===== src/rtl/riscv_mem_loader.sv =====
// riscv_mem_loader
//   Host-side loader placed in front of the RISC-V core. It decodes a byte
//   stream of commands into single-cycle instruction/data memory write
//   strobes, performs data-memory reads (returned as 4 bytes, LSB first),
//   and controls the core reset so programs can be loaded while it is halted.
//
//   Commands: 0x01 WR_INS addr d0..d3 | 0x02 WR_DAT addr d0..d3 |
//             0x03 RD_DAT addr        | 0x04 RUN | 0x05 HALT
//
//   Optional feature macro: LOADER_ACK_EN
//     defined   -> every write and every RUN/HALT answers with one 0xA5 byte
//     undefined -> writes and RUN/HALT produce no tx traffic
//
// Parameters:
//   RD_LAT  cycles from read_data/addr_data asserted to sampling dato_data (1-7)
//   ADDR_W  memory address width
//
// Ports:
//   clock, reset_n          clock, synchronous active-low reset
//   rx_data/valid/ready     command/payload byte input (valid/ready handshake)
//   tx_data/valid/ready     response byte output (valid/ready handshake)
//   core_reset_n            core reset, low = halted
//   write_ins, addr_ins, dati_ins             instruction-memory write port
//   write_data, read_data, addr_data,
//   dati_data, dato_data                      data-memory access port
//   cmd_err                 one-cycle pulse on an unknown command byte
module riscv_mem_loader #(
    parameter int RD_LAT = 2,
    parameter int ADDR_W = 8
) (
    input  logic              clock,
    input  logic              reset_n,
    input  logic [7:0]        rx_data,
    input  logic              rx_valid,
    output logic              rx_ready,
    output logic [7:0]        tx_data,
    output logic              tx_valid,
    input  logic              tx_ready,
    output logic              core_reset_n,
    output logic              write_ins,
    output logic [ADDR_W-1:0] addr_ins,
    output logic [31:0]       dati_ins,
    output logic              write_data,
    output logic              read_data,
    output logic [ADDR_W-1:0] addr_data,
    output logic [31:0]       dati_data,
    input  logic [31:0]       dato_data,
    output logic              cmd_err
);

    localparam logic [2:0] S_IDLE   = 3'd0;
    localparam logic [2:0] S_ADDR   = 3'd1;
    localparam logic [2:0] S_DATA   = 3'd2;
    localparam logic [2:0] S_WRITE  = 3'd3;
    localparam logic [2:0] S_RDWAIT = 3'd4;
    localparam logic [2:0] S_RDSEND = 3'd5;
`ifdef LOADER_ACK_EN
    localparam logic [2:0] S_ACK    = 3'd6;
`endif

    // Low two bits of the accepted command byte identify the packet type.
    localparam logic [1:0] CMD_INS = 2'd1;
    localparam logic [1:0] CMD_DAT = 2'd2;
    localparam logic [1:0] CMD_RD  = 2'd3;

    logic [2:0]        state_q, state_d;
    logic [1:0]        cmd_q, cmd_d;
    logic [ADDR_W-1:0] addr_q, addr_d;
    logic [31:0]       word_q, word_d;
    logic [1:0]        bcnt_q, bcnt_d;
    logic [2:0]        lat_q, lat_d;
    logic [31:0]       sreg_q, sreg_d;
    logic [1:0]        tcnt_q, tcnt_d;
    logic              core_q, core_d;
    logic              err_q, err_d;

    logic rx_fire;
    logic tx_fire;

    // rx_ready is forced low while reset is asserted so no byte is taken
    // in the reset cycle.
    assign rx_ready = reset_n && ((state_q == S_IDLE) || (state_q == S_ADDR) ||
                                  (state_q == S_DATA));
    assign rx_fire  = rx_valid && rx_ready;
    assign tx_fire  = tx_valid && tx_ready;

`ifdef LOADER_ACK_EN
    assign tx_valid = (state_q == S_RDSEND) || (state_q == S_ACK);
    assign tx_data  = (state_q == S_ACK) ? 8'hA5 : sreg_q[7:0];
`else
    assign tx_valid = (state_q == S_RDSEND);
    assign tx_data  = sreg_q[7:0];
`endif

    assign write_ins    = (state_q == S_WRITE) && (cmd_q == CMD_INS);
    assign write_data   = (state_q == S_WRITE) && (cmd_q == CMD_DAT);
    assign read_data    = (state_q == S_RDWAIT);
    assign addr_ins     = addr_q;
    assign addr_data    = addr_q;
    assign dati_ins     = word_q;
    assign dati_data    = word_q;
    assign core_reset_n = core_q;
    assign cmd_err      = err_q;

    always_comb begin
        state_d = state_q;
        cmd_d   = cmd_q;
        addr_d  = addr_q;
        word_d  = word_q;
        bcnt_d  = bcnt_q;
        lat_d   = lat_q;
        sreg_d  = sreg_q;
        tcnt_d  = tcnt_q;
        core_d  = core_q;
        err_d   = 1'b0;

        case (state_q)
            S_IDLE: begin
                if (rx_fire) begin
                    case (rx_data)
                        8'h01, 8'h02, 8'h03: begin
                            cmd_d   = rx_data[1:0];
                            state_d = S_ADDR;
                        end
                        8'h04: begin
                            core_d = 1'b1;
`ifdef LOADER_ACK_EN
                            state_d = S_ACK;
`endif
                        end
                        8'h05: begin
                            core_d = 1'b0;
`ifdef LOADER_ACK_EN
                            state_d = S_ACK;
`endif
                        end
                        default: err_d = 1'b1;
                    endcase
                end
            end
            S_ADDR: begin
                if (rx_fire) begin
                    addr_d = ADDR_W'(rx_data);
                    if (cmd_q == CMD_RD) begin
                        // Loaded with RD_LAT-1 so read_data stays high for
                        // exactly RD_LAT cycles, sampling on the last one.
                        lat_d   = 3'(RD_LAT - 1);
                        state_d = S_RDWAIT;
                    end else begin
                        bcnt_d  = 2'd0;
                        state_d = S_DATA;
                    end
                end
            end
            S_DATA: begin
                if (rx_fire) begin
                    word_d[{bcnt_q, 3'b000} +: 8] = rx_data;
                    bcnt_d = bcnt_q + 2'd1;
                    if (bcnt_q == 2'd3) begin
                        state_d = S_WRITE;
                    end
                end
            end
            S_WRITE: begin
`ifdef LOADER_ACK_EN
                state_d = S_ACK;
`else
                state_d = S_IDLE;
`endif
            end
            S_RDWAIT: begin
                if (lat_q == 3'd0) begin
                    sreg_d  = dato_data;
                    tcnt_d  = 2'd0;
                    state_d = S_RDSEND;
                end else begin
                    lat_d = lat_q - 3'd1;
                end
            end
            S_RDSEND: begin
                if (tx_fire) begin
                    sreg_d = {8'h00, sreg_q[31:8]};
                    tcnt_d = tcnt_q + 2'd1;
                    if (tcnt_q == 2'd3) begin
                        state_d = S_IDLE;
                    end
                end
            end
`ifdef LOADER_ACK_EN
            S_ACK: begin
                if (tx_fire) begin
                    state_d = S_IDLE;
                end
            end
`endif
            default: state_d = S_IDLE;
        endcase
    end

    always_ff @(posedge clock) begin
        if (!reset_n) begin
            state_q <= S_IDLE;
            cmd_q   <= 2'd0;
            addr_q  <= '0;
            word_q  <= 32'h0;
            bcnt_q  <= 2'd0;
            lat_q   <= 3'd0;
            sreg_q  <= 32'h0;
            tcnt_q  <= 2'd0;
            core_q  <= 1'b0;
            err_q   <= 1'b0;
        end else begin
            state_q <= state_d;
            cmd_q   <= cmd_d;
            addr_q  <= addr_d;
            word_q  <= word_d;
            bcnt_q  <= bcnt_d;
            lat_q   <= lat_d;
            sreg_q  <= sreg_d;
            tcnt_q  <= tcnt_d;
            core_q  <= core_d;
            err_q   <= err_d;
        end
    end

endmodule


===== config.mk =====
export PLATFORM = sky130hd
export DESIGN_NAME = riscv_mem_loader
export DESIGN_NICKNAME = d
export VERILOG_FILES = /design/src/rtl/riscv_mem_loader.sv
export SDC_FILE = /design/constraint.sdc
export NUM_CORES = 1
export LEC_CHECK = 0
export ABC_CLOCK_PERIOD_IN_PS = 2330
export CAP_MARGIN = 20
export CORE_MARGIN = 4
export CORE_UTILIZATION = 35
export DETAILED_ROUTE_END_ITERATION = 8
export PLACE_DENSITY = 0.69
export SKIP_LAST_GASP = 1
export SYNTH_ARGS = -nofsm -noshare
export SYNTH_HDL_FRONTEND = slang
export SYNTH_SLANG_ARGS = --single-unit

===== constraint.sdc =====
create_clock -name clock -period 2.33 [get_ports clock]
set_input_delay 0.466 -clock clock [delete_from_list [all_inputs] [get_ports clock]]
set_output_delay 0.466 -clock clock [all_outputs]
set_load 0.05 [all_outputs]

Word level (Yosys, flattened, before mapping) --
Cells that the tools add are included.
Cells by class: add/subtract/negate cells 4, eq/ne operators 26, shifts and indexed selects 2, multiplexer cells 27, reduce and logical (&&, ||, !) cells 24
Operators with widths (count):
- two-way mux 32 bit | 2
- one-hot mux 32 bit (2 select lines) | 1
- two-way mux 3 bit | 12
- bitwise mux 32 bit | 1
- variable shift 8 x 7 -> 32 bit (first input constant) | 1
- variable part select 8 x 7 -> 32 bit | 1
- == test 8 x 2 -> 1 bit (second input constant) | 2
- == test 8 x 3 -> 1 bit (second input constant) | 2
- one-hot mux 3 bit (5 select lines) | 1
- != test 2 x 1 -> 1 bit (second input constant) | 6
- AND reduction 3 bit | 4
- two-way mux 2 bit | 5
- != test 2 bit (second input constant) | 5
- == test 2 bit (second input constant) | 4
- == test 8 x 1 -> 1 bit (second input constant) | 1
- one-hot mux 2 bit (2 select lines) | 2
- AND reduction 4 bit | 2
- AND reduction 8 bit | 1
- nonzero test 2 bit | 4
- negator 5 -> 7 bit | 1
- == test 3 x 2 -> 1 bit (second input constant) | 2
- == test 3 bit (second input constant) | 2
- logical NOT 3 bit | 2
- one-hot mux 3 bit (2 select lines) | 1
- other kinds (11) | 18
Storage, ports and cells: register bits after elaboration 86, input bits 44, output and inout port bits 95, logic and storage cells 93

Logic depth before layout (Yosys ltp) --
depth after elaboration 7, mapped depth 7, mapped depth without buffers 6

Worst setup path after synthesis --
Ideal clock, no wire load.
kind register to output, start point register state_q[0], end point output port write_data, arrival time 2.118 ns, path slack -0.254 ns, stages on the path, launching flop included 6, buffers on the path 2, cell sequence dfxtp_1 -> buf_6 -> clkbuf_1 -> nor2b_1 -> nand2_1 -> nor3b_1
Between the ends: longest elaborated chain between the ends 2
Ends and longest elaborated chain:
- start, declared | RTL line 66 | logic [2:0] state_q, state_d;
- start signal, assigned | RTL line 213 | state_q <= state_d;
- == test 3 x 2 -> 1 bit | RTL line 96 | assign write_data = (state_q == S_WRITE) && (cmd_q == CMD_DAT);
- logical AND 1 bit | RTL line 96
- end, declared | RTL line 43 | output logic write_data,
Every way passes these cells.

Worst setup path after layout --
Same ends and word-level chain as after synthesis.

==> Flow_metrics.wiki <==
{| class="wikitable"
! Metric !! Value
|-
| Run status || finished, final reports clean
|-
| Largest buffer count on any clock path || 2
|-
| Total detailed-routing wirelength || approximately 11000 um
|-
| Final period utilization || a little over nine tenths
|-
| Pins Over Slew Limit || 0
|-
| All-Layer GR Usage || ~15%
|-
| Via count of the routed design || roughly 3700
|-
| Hold violation count in the final report || 0
|-
| Portion of synthesized cell area occupied by the leading cell type || between 40% and 50%
|-
| Layout Area Growth over Synthesis || 36.93%
|-
| Drt wl/cell || approximately 15 um
|-
| Library cell with the largest summed area after synthesis || sky130_fd_sc_hd__dfxtp_1
|-
| Fraction of final layout cells sized beyond drive strength 1 || a little under an eighth
|-
| IO buf count || about 140
|-
| CP Data Arrival Time || between 1.5 and 2 ns
|-
| Post-cts sizing count || 0
|-
| Maximum Capacitance Violations || 0
|-
| DP Cell Count || 728
|-
| Area used by sequential logic in the layout || about 1700 um2
|-
| Switching Share || a little under a quarter
|-
| Terminating pin of the worst hold path || dati_data[6]$_SDFFE_PN0P_
|-
| Net Switching || 806.2 uW
|-
| Global-route wire length before repair || between 15000 and 20000 um
|-
| Mapped Avg Cell Area || 8.456 um2
|-
| First drt pass iteration count || 4
|-
| Horizontal die dimension || 118.3 um
|-
| Unrepaired setup endpoints after global routing || no
|-
| Mapped Cells || 504
|-
| Destination of the worst register-to-register timing path || dati_data[1]$_SDFFE_PN0P_
|-
| TritonCTS clock tree || done
|-
| Maximum operating frequency || approximately 0.46 GHz
|-
| Post-synthesis cell area || 4262 um2
|-
| Number of antenna violations at the first check in global routing || 0
|-
| Worst slew slack as a fraction of its limit || between 50% and 60%
|-
| Overall power after layout || 3.547 mW
|-
| Average vias per placed instance || 5.039
|-
| Maximum number of pins on one net before global-route repair || about 50
|-
| Skew final || around 0.0072 ns
|-
| Power density relative to cell area || around 600 nW/um2
|-
| Power share of the sequential group || 43.5%
|-
| R2r worst-path depth || 5
|-
| Fillcell total || between 1000 and 1500
|-
| Vertical extent of the die || 118.3 um
|-
| Number of standard cells in the final layout excluding fillers || 742
|-
| Seq cells post-synth || 86
|-
| Num CTS Buffers || 9
|-
| CTS sink count || 86
|-
| Min Tclk post-route || roughly 2.2 ns
|-
| Worst Tran Pin Value || between 0.6 and 0.7 ns
|-
| Post-CTS Setup Bufs || 0
|-
| Core Footprint || 11960 um2
|-
| Critical Path End Type || primary output
|-
| Post-synthesis cell type count || 42
|-
| H-Tree Level Count || 3
|-
| Start point of the worst hold path || dati_data[6]$_SDFFE_PN0P_
|-
| Area of the die || roughly 14000 um2
|-
| Synthesized Nets || between 500 and 600
|-
| Vias in the first global route || roughly 3600
|-
| Number of inserted diodes || 0
|-
| Maximum vdd ir drop || roughly 280 uV
|-
| Post-synth top cells || sky130_fd_sc_hd__nand2_1, sky130_fd_sc_hd__dfxtp_1, sky130_fd_sc_hd__nor2_1
|-
| Startpoint type of the worst setup path || flop
|-
| Proportion of power drawn by the clock network || 44.6%
|-
| Most common cell in the netlist || sky130_fd_sc_hd__nand2_1
|-
| Net count of the finished layout || ~650
|-
| Hold Crit Depth || 2
|-
| Number of DRC markers after the initial detailed-route iteration || just under 200
|-
| Combinational group share of total power || about an eighth
|-
| Leading cell types by total area after synthesis || sky130_fd_sc_hd__dfxtp_1, sky130_fd_sc_hd__a311oi_2, sky130_fd_sc_hd__buf_4, sky130_fd_sc_hd__nand2_1, sky130_fd_sc_hd__nand3_1
|-
| Residual overflow from global routing || 0
|-
| Prevailing post-synth register cell || sky130_fd_sc_hd__dfxtp_1
|-
| Total I/O pin count || between 100 and 150
|-
| Worst Hold Class || reg -> reg
|-
| Number of buffers added to fix hold violations after cts || 0
|-
| HPWL after DPL || 8073 um
|-
| Clock root buffer master || sky130_fd_sc_hd__clkbuf_16
|-
| Initial core utilization || around 36%
|-
| Latest clock arrival within the worst-skew pair || about 0.33 ns
|-
| Antenna violation net count after detailed routing || 0
|-
| CTS clk-pin slew, worst paths || ~0.06 ns
|-
| Placer's final routability congestion estimate || 0.8292
|-
| EDFF count, synth || 0
|-
| DRC viols || 0
|-
| Num rows || 40
|-
| Static power due to leakage || about 2.0 nW
|-
| Source of the worst register-to-register timing path || state_q[1]$_SDFFE_PN0P_
|-
| Critical setup path kind || reg -> out
|-
| Finish-stage setup viols || 0
|-
| Largest driver fanout on the critical path || 9
|-
| Area of the multi-input gates || 1971 um2
|-
| Internal Pwr Total || 2.741 mW
|-
| R2r setup slk || between 0.2 and 0.25 ns
|-
| Part of the Yosys area used for sequential elements || a little over 40%
|-
| Synthesis warning total || 0
|-
| CP required || approximately 1.9 ns
|-
| Share of flip-flops with an asynchronous set or reset || 0%
|}
[layout make-up]
cell class,count,share of cell area [%]
multi-input cells,329,33.77
flip-flops and latches,86,29.50
repair buffers,157,27.40
clock buffers,10,3.924
well taps,147,3.152
clock inverters,4,1.672
inverters,9,0.5789
[power by group through the flow]
stage,logic (mW),registers (mW),clock network (mW)
6_report,0.422,1.54,1.58
4_1_cts,0.425,1.54,1.60
3_3_place_gp,0.416,1.57,0
5_1_grt,0.453,1.55,1.67
3_5_place_dp,0.424,1.57,0
2_1_floorplan,0.270,1.57,0
[state kept, by name, indices dropped and copies added (netlist names)]
signal and flops:
core_reset_n 1, tcnt_q 2, dati_data 32, addr_data 8
bcnt_q 2, state_q 3, sreg_q 32, cmd_q 2
lat_q 3, cmd_err 1
[worst max path at each step]
stage	from	endpoint	slack (ns)	cells past startpoint
after floorplan	state_q[0]$_SDFFE_PN0P_	write_data	-0.25	5
after CTS	state_q[0]$_SDFFE_PN0P_	write_data	0.13	4
after detailed placement	rx_data[4]	cmd_q[0]$_SDFFE_PN0P_	0.13	5
after global routing	state_q[0]$_SDFFE_PN0P_	write_data	0.01	4
final	state_q[0]$_SDFFE_PN0P_	write_data	0.15	4
after global placement	rx_data[4]	cmd_q[0]$_SDFFE_PN0P_	0.18	5
[critical path: stages, from the launching register on]
cell and delay (ns):
sky130_fd_sc_hd__dfxtp_1 0.49, sky130_fd_sc_hd__nor2b_1 0.22, sky130_fd_sc_hd__nand2_1 0.10, sky130_fd_sc_hd__nor3b_1 0.39
sky130_fd_sc_hd__buf_12 0.19
[per-layer routing]
metal / wire (um) / share of wire [%] / global-route usage, % / vias up
met3: 606 / 5.6 / 3.254 / 17
met2: 5399 / 50 / 25.76 / 120
met5: 0 / 0 / 0 / -
met4: 215 / 2.0 / 5.568 / 0
li1: - / - / - / 1860
met1: 4550 / 42 / 18.01 / 1742
[cell families (layout without fill, tap and decap cells)]
family / after synthesis / after routing / share of synthesized area [%]
DFF: 86 / 86 / 40.40
and+or+nand+nor: 219 / 219 / 23.17
muxes: 12 / 12 / 2.819
buffers and inverters: 89 / 180 / 13.36
adders and majority gates: 9 / 9 / 2.642
AOI/OAI and AO/OA: 89 / 89 / 17.62
[stage by stage]
step                hold WS (ns)  utilization, %  worst slack (ns)  TNS [ns]  instance area, um2
floorplan                 0.4400               -           -0.2544   -0.4923                4262
global placement          0.4465           46.06            0.1804         0                5509
detailed placement        0.4572           46.06            0.1264         0                5509
CTS                       0.4644           48.79            0.1324         0                5836
global route              0.4885           48.79          0.009970         0                5836
finish                    0.4614           48.79            0.1476         0                5836
[layout by cell type (no fill, tap or decap), types with 2 or more instances in the layout]
cell                              Yosys  layout
sky130_fd_sc_hd__clkdlybuf4s50_1      0     133
sky130_fd_sc_hd__nand2_1             94      94
sky130_fd_sc_hd__dfxtp_1             86      86
sky130_fd_sc_hd__nor2_1              50      50
sky130_fd_sc_hd__nand3_1             43      43
sky130_fd_sc_hd__a21oi_1             42      42
sky130_fd_sc_hd__a311oi_2            24      24
sky130_fd_sc_hd__buf_4               48      17
sky130_fd_sc_hd__mux2i_1             12      12
sky130_fd_sc_hd__ha_1                 9       9
sky130_fd_sc_hd__clkbuf_16            0       9
sky130_fd_sc_hd__a22oi_1              8       8
sky130_fd_sc_hd__inv_1                7       7
sky130_fd_sc_hd__buf_12               0       7
sky130_fd_sc_hd__and3_1               6       6
sky130_fd_sc_hd__nor3_1               5       5
sky130_fd_sc_hd__nor3b_1              4       4
sky130_fd_sc_hd__nor2b_1              3       3
sky130_fd_sc_hd__nand2b_1             3       3
sky130_fd_sc_hd__o21ai_0              3       3
sky130_fd_sc_hd__bufinv_16            0       3
sky130_fd_sc_hd__nand3b_1             2       2
sky130_fd_sc_hd__a21boi_0             2       2
sky130_fd_sc_hd__nand4b_1             2       2
Note: power is estimated with default switching activity, not from simulation.
